===== src/rtl/mult_share_ctrl_if.sv =====
// mult_share_ctrl_if: requester-side and datapath-side signals of the shared multiplier controller
interface mult_share_ctrl_if #(parameter int WIDTH = 8);
    logic [1:0] Req, Gnt, Done;
    logic [WIDTH-1:0] OpA0, OpA1, OpB0, OpB1, Dp_S, Dp_B;
    logic [2*WIDTH-1:0] Result, Dp_Product;
    logic Busy, Dp_Clr_Ld, Dp_Add, Dp_Sub, Dp_Shift, Dp_M;
    modport master (
        output Req, OpA0, OpA1, OpB0, OpB1, Dp_M, Dp_Product,
        input  Gnt, Done, Result, Busy, Dp_S, Dp_B, Dp_Clr_Ld, Dp_Add, Dp_Sub, Dp_Shift
    );
    modport slave (
        input  Req, OpA0, OpA1, OpB0, OpB1, Dp_M, Dp_Product,
        output Gnt, Done, Result, Busy, Dp_S, Dp_B, Dp_Clr_Ld, Dp_Add, Dp_Sub, Dp_Shift
    );
endinterface


===== src/rtl/mult_share_ctrl.sv =====
// mult_share_ctrl: round-robin arbiter and shift-add sequencer sharing one signed multiplier datapath
module mult_share_ctrl #(parameter int WIDTH = 8) (
    input logic Clk,
    input logic Reset,
    mult_share_ctrl_if.slave bus
);
    localparam int KW = (WIDTH > 1) ? $clog2(WIDTH) : 1;
    localparam logic [KW-1:0] K_LAST = KW'(WIDTH - 1);
    typedef enum logic [2:0] {IDLE, LOAD, ADD, SHIFT, DONE} state_t;
    state_t state, state_n;
    logic [KW-1:0] k;
    logic [1:0] elig;
    logic win, last, k_last;
    always_comb begin
        // a requester still seeing its own Done cannot be re-granted in that cycle
        elig = bus.Req & ~bus.Done;
        win = (elig == 2'b11) ? ~last : elig[1];
        k_last = (k == K_LAST);
        state_n = (state == IDLE)  ? ((|elig) ? LOAD : IDLE) :
                  (state == LOAD)  ? ADD :
                  (state == ADD)   ? SHIFT :
                  (state == SHIFT) ? (k_last ? DONE : ADD) : IDLE;
    end
    always_ff @(posedge Clk or posedge Reset) begin
        if (Reset) state <= IDLE;
        else state <= state_n;
    end
    always_ff @(posedge Clk or posedge Reset) begin
        if (Reset) begin
            k <= '0;
            last <= 1'b1;
            bus.Gnt <= '0;
            bus.Done <= '0;
            bus.Result <= '0;
            bus.Dp_S <= '0;
            bus.Dp_B <= '0;
        end else begin
            bus.Done <= '0;
            if (state == IDLE && |elig) begin
                bus.Gnt <= win ? 2'b10 : 2'b01;
                bus.Dp_S <= win ? bus.OpA1 : bus.OpA0;
                bus.Dp_B <= win ? bus.OpB1 : bus.OpB0;
                last <= win;
            end
            if (state == LOAD) k <= '0;
            if (state == SHIFT && !k_last) k <= k + KW'(1);
            if (state == DONE) begin
                bus.Result <= bus.Dp_Product;
                bus.Gnt <= '0;
                bus.Done <= bus.Gnt;
            end
        end
    end
    // the MSB of a two's complement multiplier carries negative weight, hence the final subtract
    assign bus.Busy = (state != IDLE);
    assign bus.Dp_Clr_Ld = (state == LOAD);
    assign bus.Dp_Add = (state == ADD) & bus.Dp_M & ~k_last;
    assign bus.Dp_Sub = (state == ADD) & bus.Dp_M & k_last;
    assign bus.Dp_Shift = (state == SHIFT);
endmodule


===== src/flat_wrapper.sv =====
// flat-port wrapper written by rule: the top's interface ports become plain ports
module mult_share_ctrl_flat 
#(parameter int WIDTH = 8)
  (Clk, Reset, bus_Req, bus_OpA0, bus_OpA1, bus_OpB0, bus_OpB1, bus_Dp_M, bus_Dp_Product, bus_Gnt, bus_Done, bus_Result, bus_Busy, bus_Dp_S, bus_Dp_B, bus_Dp_Clr_Ld, bus_Dp_Add, bus_Dp_Sub, bus_Dp_Shift);
  mult_share_ctrl_if #(.WIDTH(WIDTH)) bus_i ();
  input logic Clk;
  input logic Reset;
  input wire logic [$bits(bus_i.Req)-1:0] bus_Req;
  input wire logic [$bits(bus_i.OpA0)-1:0] bus_OpA0;
  input wire logic [$bits(bus_i.OpA1)-1:0] bus_OpA1;
  input wire logic [$bits(bus_i.OpB0)-1:0] bus_OpB0;
  input wire logic [$bits(bus_i.OpB1)-1:0] bus_OpB1;
  input wire logic [$bits(bus_i.Dp_M)-1:0] bus_Dp_M;
  input wire logic [$bits(bus_i.Dp_Product)-1:0] bus_Dp_Product;
  output wire logic [$bits(bus_i.Gnt)-1:0] bus_Gnt;
  output wire logic [$bits(bus_i.Done)-1:0] bus_Done;
  output wire logic [$bits(bus_i.Result)-1:0] bus_Result;
  output wire logic [$bits(bus_i.Busy)-1:0] bus_Busy;
  output wire logic [$bits(bus_i.Dp_S)-1:0] bus_Dp_S;
  output wire logic [$bits(bus_i.Dp_B)-1:0] bus_Dp_B;
  output wire logic [$bits(bus_i.Dp_Clr_Ld)-1:0] bus_Dp_Clr_Ld;
  output wire logic [$bits(bus_i.Dp_Add)-1:0] bus_Dp_Add;
  output wire logic [$bits(bus_i.Dp_Sub)-1:0] bus_Dp_Sub;
  output wire logic [$bits(bus_i.Dp_Shift)-1:0] bus_Dp_Shift;
  assign bus_i.Req = bus_Req;
  assign bus_i.OpA0 = bus_OpA0;
  assign bus_i.OpA1 = bus_OpA1;
  assign bus_i.OpB0 = bus_OpB0;
  assign bus_i.OpB1 = bus_OpB1;
  assign bus_i.Dp_M = bus_Dp_M;
  assign bus_i.Dp_Product = bus_Dp_Product;
  assign bus_Gnt = bus_i.Gnt;
  assign bus_Done = bus_i.Done;
  assign bus_Result = bus_i.Result;
  assign bus_Busy = bus_i.Busy;
  assign bus_Dp_S = bus_i.Dp_S;
  assign bus_Dp_B = bus_i.Dp_B;
  assign bus_Dp_Clr_Ld = bus_i.Dp_Clr_Ld;
  assign bus_Dp_Add = bus_i.Dp_Add;
  assign bus_Dp_Sub = bus_i.Dp_Sub;
  assign bus_Dp_Shift = bus_i.Dp_Shift;
  mult_share_ctrl #(.WIDTH(WIDTH)) u_core (.Clk(Clk), .Reset(Reset), .bus(bus_i));
endmodule

===== config.mk =====
export PLATFORM = sky130hd
export DESIGN_NAME = mult_share_ctrl_flat
export DESIGN_NICKNAME = d
export VERILOG_FILES = /design/src/rtl/mult_share_ctrl_if.sv /design/src/rtl/mult_share_ctrl.sv /design/src/flat_wrapper.sv
export SDC_FILE = /design/constraint.sdc
export NUM_CORES = 1
export LEC_CHECK = 0
export ABC_AREA = 1
export CELL_PAD_IN_SITES_DETAIL_PLACEMENT = 1
export CELL_PAD_IN_SITES_GLOBAL_PLACEMENT = 1
export CORE_ASPECT_RATIO = 1.25
export CORE_UTILIZATION = 32
export DETAILED_ROUTE_END_ITERATION = 10
export HOLD_SLACK_MARGIN = 0.08
export PLACE_DENSITY_LB_ADDON = 0.1
export REMOVE_ABC_BUFFERS = 1
export SLEW_MARGIN = 20
export SYNTH_ARGS = -nofsm -noshare
export SYNTH_HDL_FRONTEND = slang
export SYNTH_SLANG_ARGS = --single-unit

===== constraint.sdc =====
create_clock -name Clk -period 2.1 [get_ports Clk]
set_clock_uncertainty 0.05 [all_clocks]
set_input_delay 0.42 -clock Clk [delete_from_list [all_inputs] [get_ports Clk]]
set_output_delay 0.42 -clock Clk [all_outputs]
set_load 0.01 [all_outputs]

==> impl_metrics.csv <==
group,metric,value,unit
outcome,status,"completed",
sta,relSlewSlack,70.7,%
logic_synthesis,ys_top_cells_by_area,"dfrtp_1 50%, nand2_1 17%, nand3_1 8.8%",
placement,dp_cells,430,
sta,min_period,1.97,ns
clocking,cts_setup_buffers,0,
clocking,cts_buffer_depth,2,
cells_and_area,post-route-util,52.4,%
cells_and_area,antennaDiodeCount,0,
cells_and_area,fin_nets,407,
power_and_ir_drop,pwr-share-comb,42.3,%
clocking,path_clk_slew,0.09,ns
placement,place_congestion,0.721,
clocking,clkSinkCount,43,
routing,drtPass1Iterations,4,
floorplan,rows,32,
setup_path,rr_worst_depth,6,
global_route,grt_overflow,0,
floorplan,core_area,6250,um^2
logic_synthesis,synth_area,2100,um^2
setup_path,cp_top_family,"adder cells",
setup_path,worstPathArrival,1.50,ns
logic_synthesis,ys_seq_elements,43,
setup_path,reg2reg_from,"u_core.state[0]",
logic_synthesis,synth_warnings,0,
floorplan,die_w,74.5,um
logic_synthesis,yosysSeqAreaShare,51.3,%
logic_synthesis,syn_area_per_cell,8.30,um^2
power_and_ir_drop,p_per_area,1090,nW/um^2
setup_path,crit_path_max_incr_delay,0.41,ns
setup_path,r2r-end,"u_core.bus.Result[5]",
cells_and_area,fin_cells,438,
setup_path,slowest_stage,"dfrtp_1",
clocking,ctsHtreeMaxLevel,2,
setup_path,end_kind,"output pin",
routing,num_vias,1996,
floorplan,ios,94,
clocking,ctsHoldBuffers,0,
placement,post-place-ws,0.0635,ns
sta,setup_tns,0,ns
sta,fin_crit_sh,94.0,%
sta,tightest_slew,0.439,ns
setup_path,reg2reg_slack,0.53,ns
run,maxCapViolCount,0,
power_and_ir_drop,switching_power,1210,uW
power_and_ir_drop,power_frac_clock,21.7,%
setup_path,crit_type,"flip-flop to output pin",
global_route,grt_pass1_wl,9570,um
logic_synthesis,synth_cell_types,22,
routing,wl,6040,um
clocking,cts_root_buffer,"clkbuf_8",
setup_path,cp-start-kind,"flip-flop",
logic_synthesis,synth.largest_area_cell,"dfrtp_1",
routing,drc,0,
routing,viasPerCell,4.56,
floorplan,die_h,92.6,um
placement,port_buffers,93,
setup_path,cpMostUsedCell,"ha_1",
setup_path,crit_cells,5,
min_path,min-delay-path-class,"input pin to async pin",
power_and_ir_drop,internal-power,2340,uW
placement,hpwlAfterDp,4430,um
sta,worst_slack,0.125,ns
sta,rsz0062_at_grt,"no",
setup_path,path_buf_inv,2,
power_and_ir_drop,seqPwrFrac,36.0,%
routing,dr.first_iter.drc_count,80,
global_route,grtUsageTotal,18.4,%
cells_and_area,final_layout_size_suffix_gt1_share,8.78,%
global_route,grt_pass1_vias,2075,
clocking,numCtsBuffers,5,
global_route,antenna_found_initial,0,
logic_synthesis,netlist.area_leader.share,50.1,%
sta,drv_slew,0,
power_and_ir_drop,ir_drop,468,uV
setup_path,worstPathRequired,1.63,ns
global_route,grt_max_degree,21,
sta,setup_viol_count_final,0,
floorplan,dieArea,6890,um^2
routing,routedWlPerCell,13.8,um
clocking,insertion_delay,0.30,ns
clocking,cts_tree,"yes",
floorplan,start_util,33.6,%
power_and_ir_drop,power_leakage,0.00160,uW
sta,max_freq,506,MHz
setup_path,worstPathCellList,"ha_1 > ha_1 > inv_1 > nor2_1 > dlygate4sd2_1",
logic_synthesis,syn_inst,253,
routing,final_antenna_net_count,0,
power_and_ir_drop,switching_share,34.1,%
cells_and_area,area_growth,55.9,%
sta,finalHoldViolCount,0,
setup_path,crit_path_max_fanout,3,
[final cells by class]
class | count | area, um^2
sequential | 43 | 1080
clock buffer | 6 | 72.6
tap | 85 | 106
clock inverter | 2 | 60.1
multi-input combinational | 171 | 845
timing repair buffer | 104 | 1010
fill | 771 | 2970
inverter | 27 | 104
[cells in the mapped netlist (all sizes together)]
master  instances
ha              2
o211ai          1
nand3          39
a21oi           1
nor2            8
nand2         100
nand4           1
nand3b         17
inv            27
nor3            2
dfrtp          42
clkbuf          1
buf            11
dfstp           1
[per-layer routing]
metal	GRT usage, %	up-vias	part of all wire, %
li1	-	985	-
met1	21.6	948	42
met2	32.4	59	51
met3	5.22	4	5.8
met4	4.25	0	0.70
met5	0	-	0
[logic make-up after synthesis]
group / count (synthesis) / synth area share [%]
AO/OA/AOI/OAI: 2 / 1.13
adder cells (fa/ha/maj): 2 / 1.19
buffers and inverters: 39 / 8.94
flip-flops: 43 / 51.3
AND/OR/NAND/NOR: 167 / 37.4
[how the worst max path moves through the flow]
| stage | slack [ns] | to | startpoint |
|---|---|---|---|
| after floorplan | 0.54 | bus_Dp_Add | u_core.state[2] |
| after global placement | 0.08 | bus_Dp_Sub | bus_Dp_M |
| after detailed placement | 0.06 | bus_Dp_Sub | bus_Dp_M |
| after CTS | 0.09 | bus_Dp_Sub | u_core.state[2] |
| after global routing | 0.002 | bus_Dp_Sub | u_core.state[2] |
| final | 0.13 | bus_Dp_Sub | u_core.k[0] |
[sequential cells by signal, indices dropped and copies added (netlist names)]
name and flops:
u_core.bus.Dp_B 8, u_core.bus.Gnt 2, u_core.k 3, u_core.bus.Dp_S 8, u_core.bus.Done 2, u_core.bus.Result 16
u_core.state 3, u_core.last 1
[cell usage in the layout (no fill, tap or decap)]
| cell | count |
|---|---|
| a21oi_4 | 1 |
| buf_4 | 11 |
| bufinv_16 | 2 |
| clkbuf_1 | 1 |
| clkbuf_8 | 5 |
| clkdlybuf4s50_1 | 89 |
| dfrtp_1 | 42 |
| dfstp_2 | 1 |
| dlygate4sd2_1 | 4 |
| ha_1 | 2 |
| inv_1 | 25 |
| inv_2 | 1 |
| inv_4 | 1 |
| nand2_1 | 97 |
| nand2_2 | 3 |
| nand3_1 | 37 |
| nand3_2 | 2 |
| nand3b_1 | 17 |
| nand4_1 | 1 |
| nor2_1 | 4 |
| nor2_2 | 1 |
| nor2_4 | 2 |
| nor2_8 | 1 |
| nor3_1 | 2 |
| o211ai_1 | 1 |
[power groups by stage]
stage	clock network, uW	registers (uW)	logic, uW
detailed placement	0	1290	1530
global placement	0	1280	1500
CTS	791	1280	1540
floorplan	0	1380	578
finish	772	1280	1500
global route	815	1310	1680
[through the flow]
step | hold WS (ns) | total power [uW] | area (um^2)
after floorplan | 0.396 | 1950 | 2020
after global placement | 0.407 | 2780 | 3140
after detailed placement | 0.414 | 2830 | 3140
after CTS | 0.405 | 3610 | 3270
after global routing | 0.435 | 3810 | 3270
final | 0.390 | 3550 | 3270
[repair_timing]
item / 4_1_cts / 5_1_grt
endpoints found under the setup margin: 3 / 2
cloned: 0 / 0
endpoints found under the hold margin: 0 / 0
resized for setup: 6 / 1
Note: power is estimated with default switching activity, not from simulation.
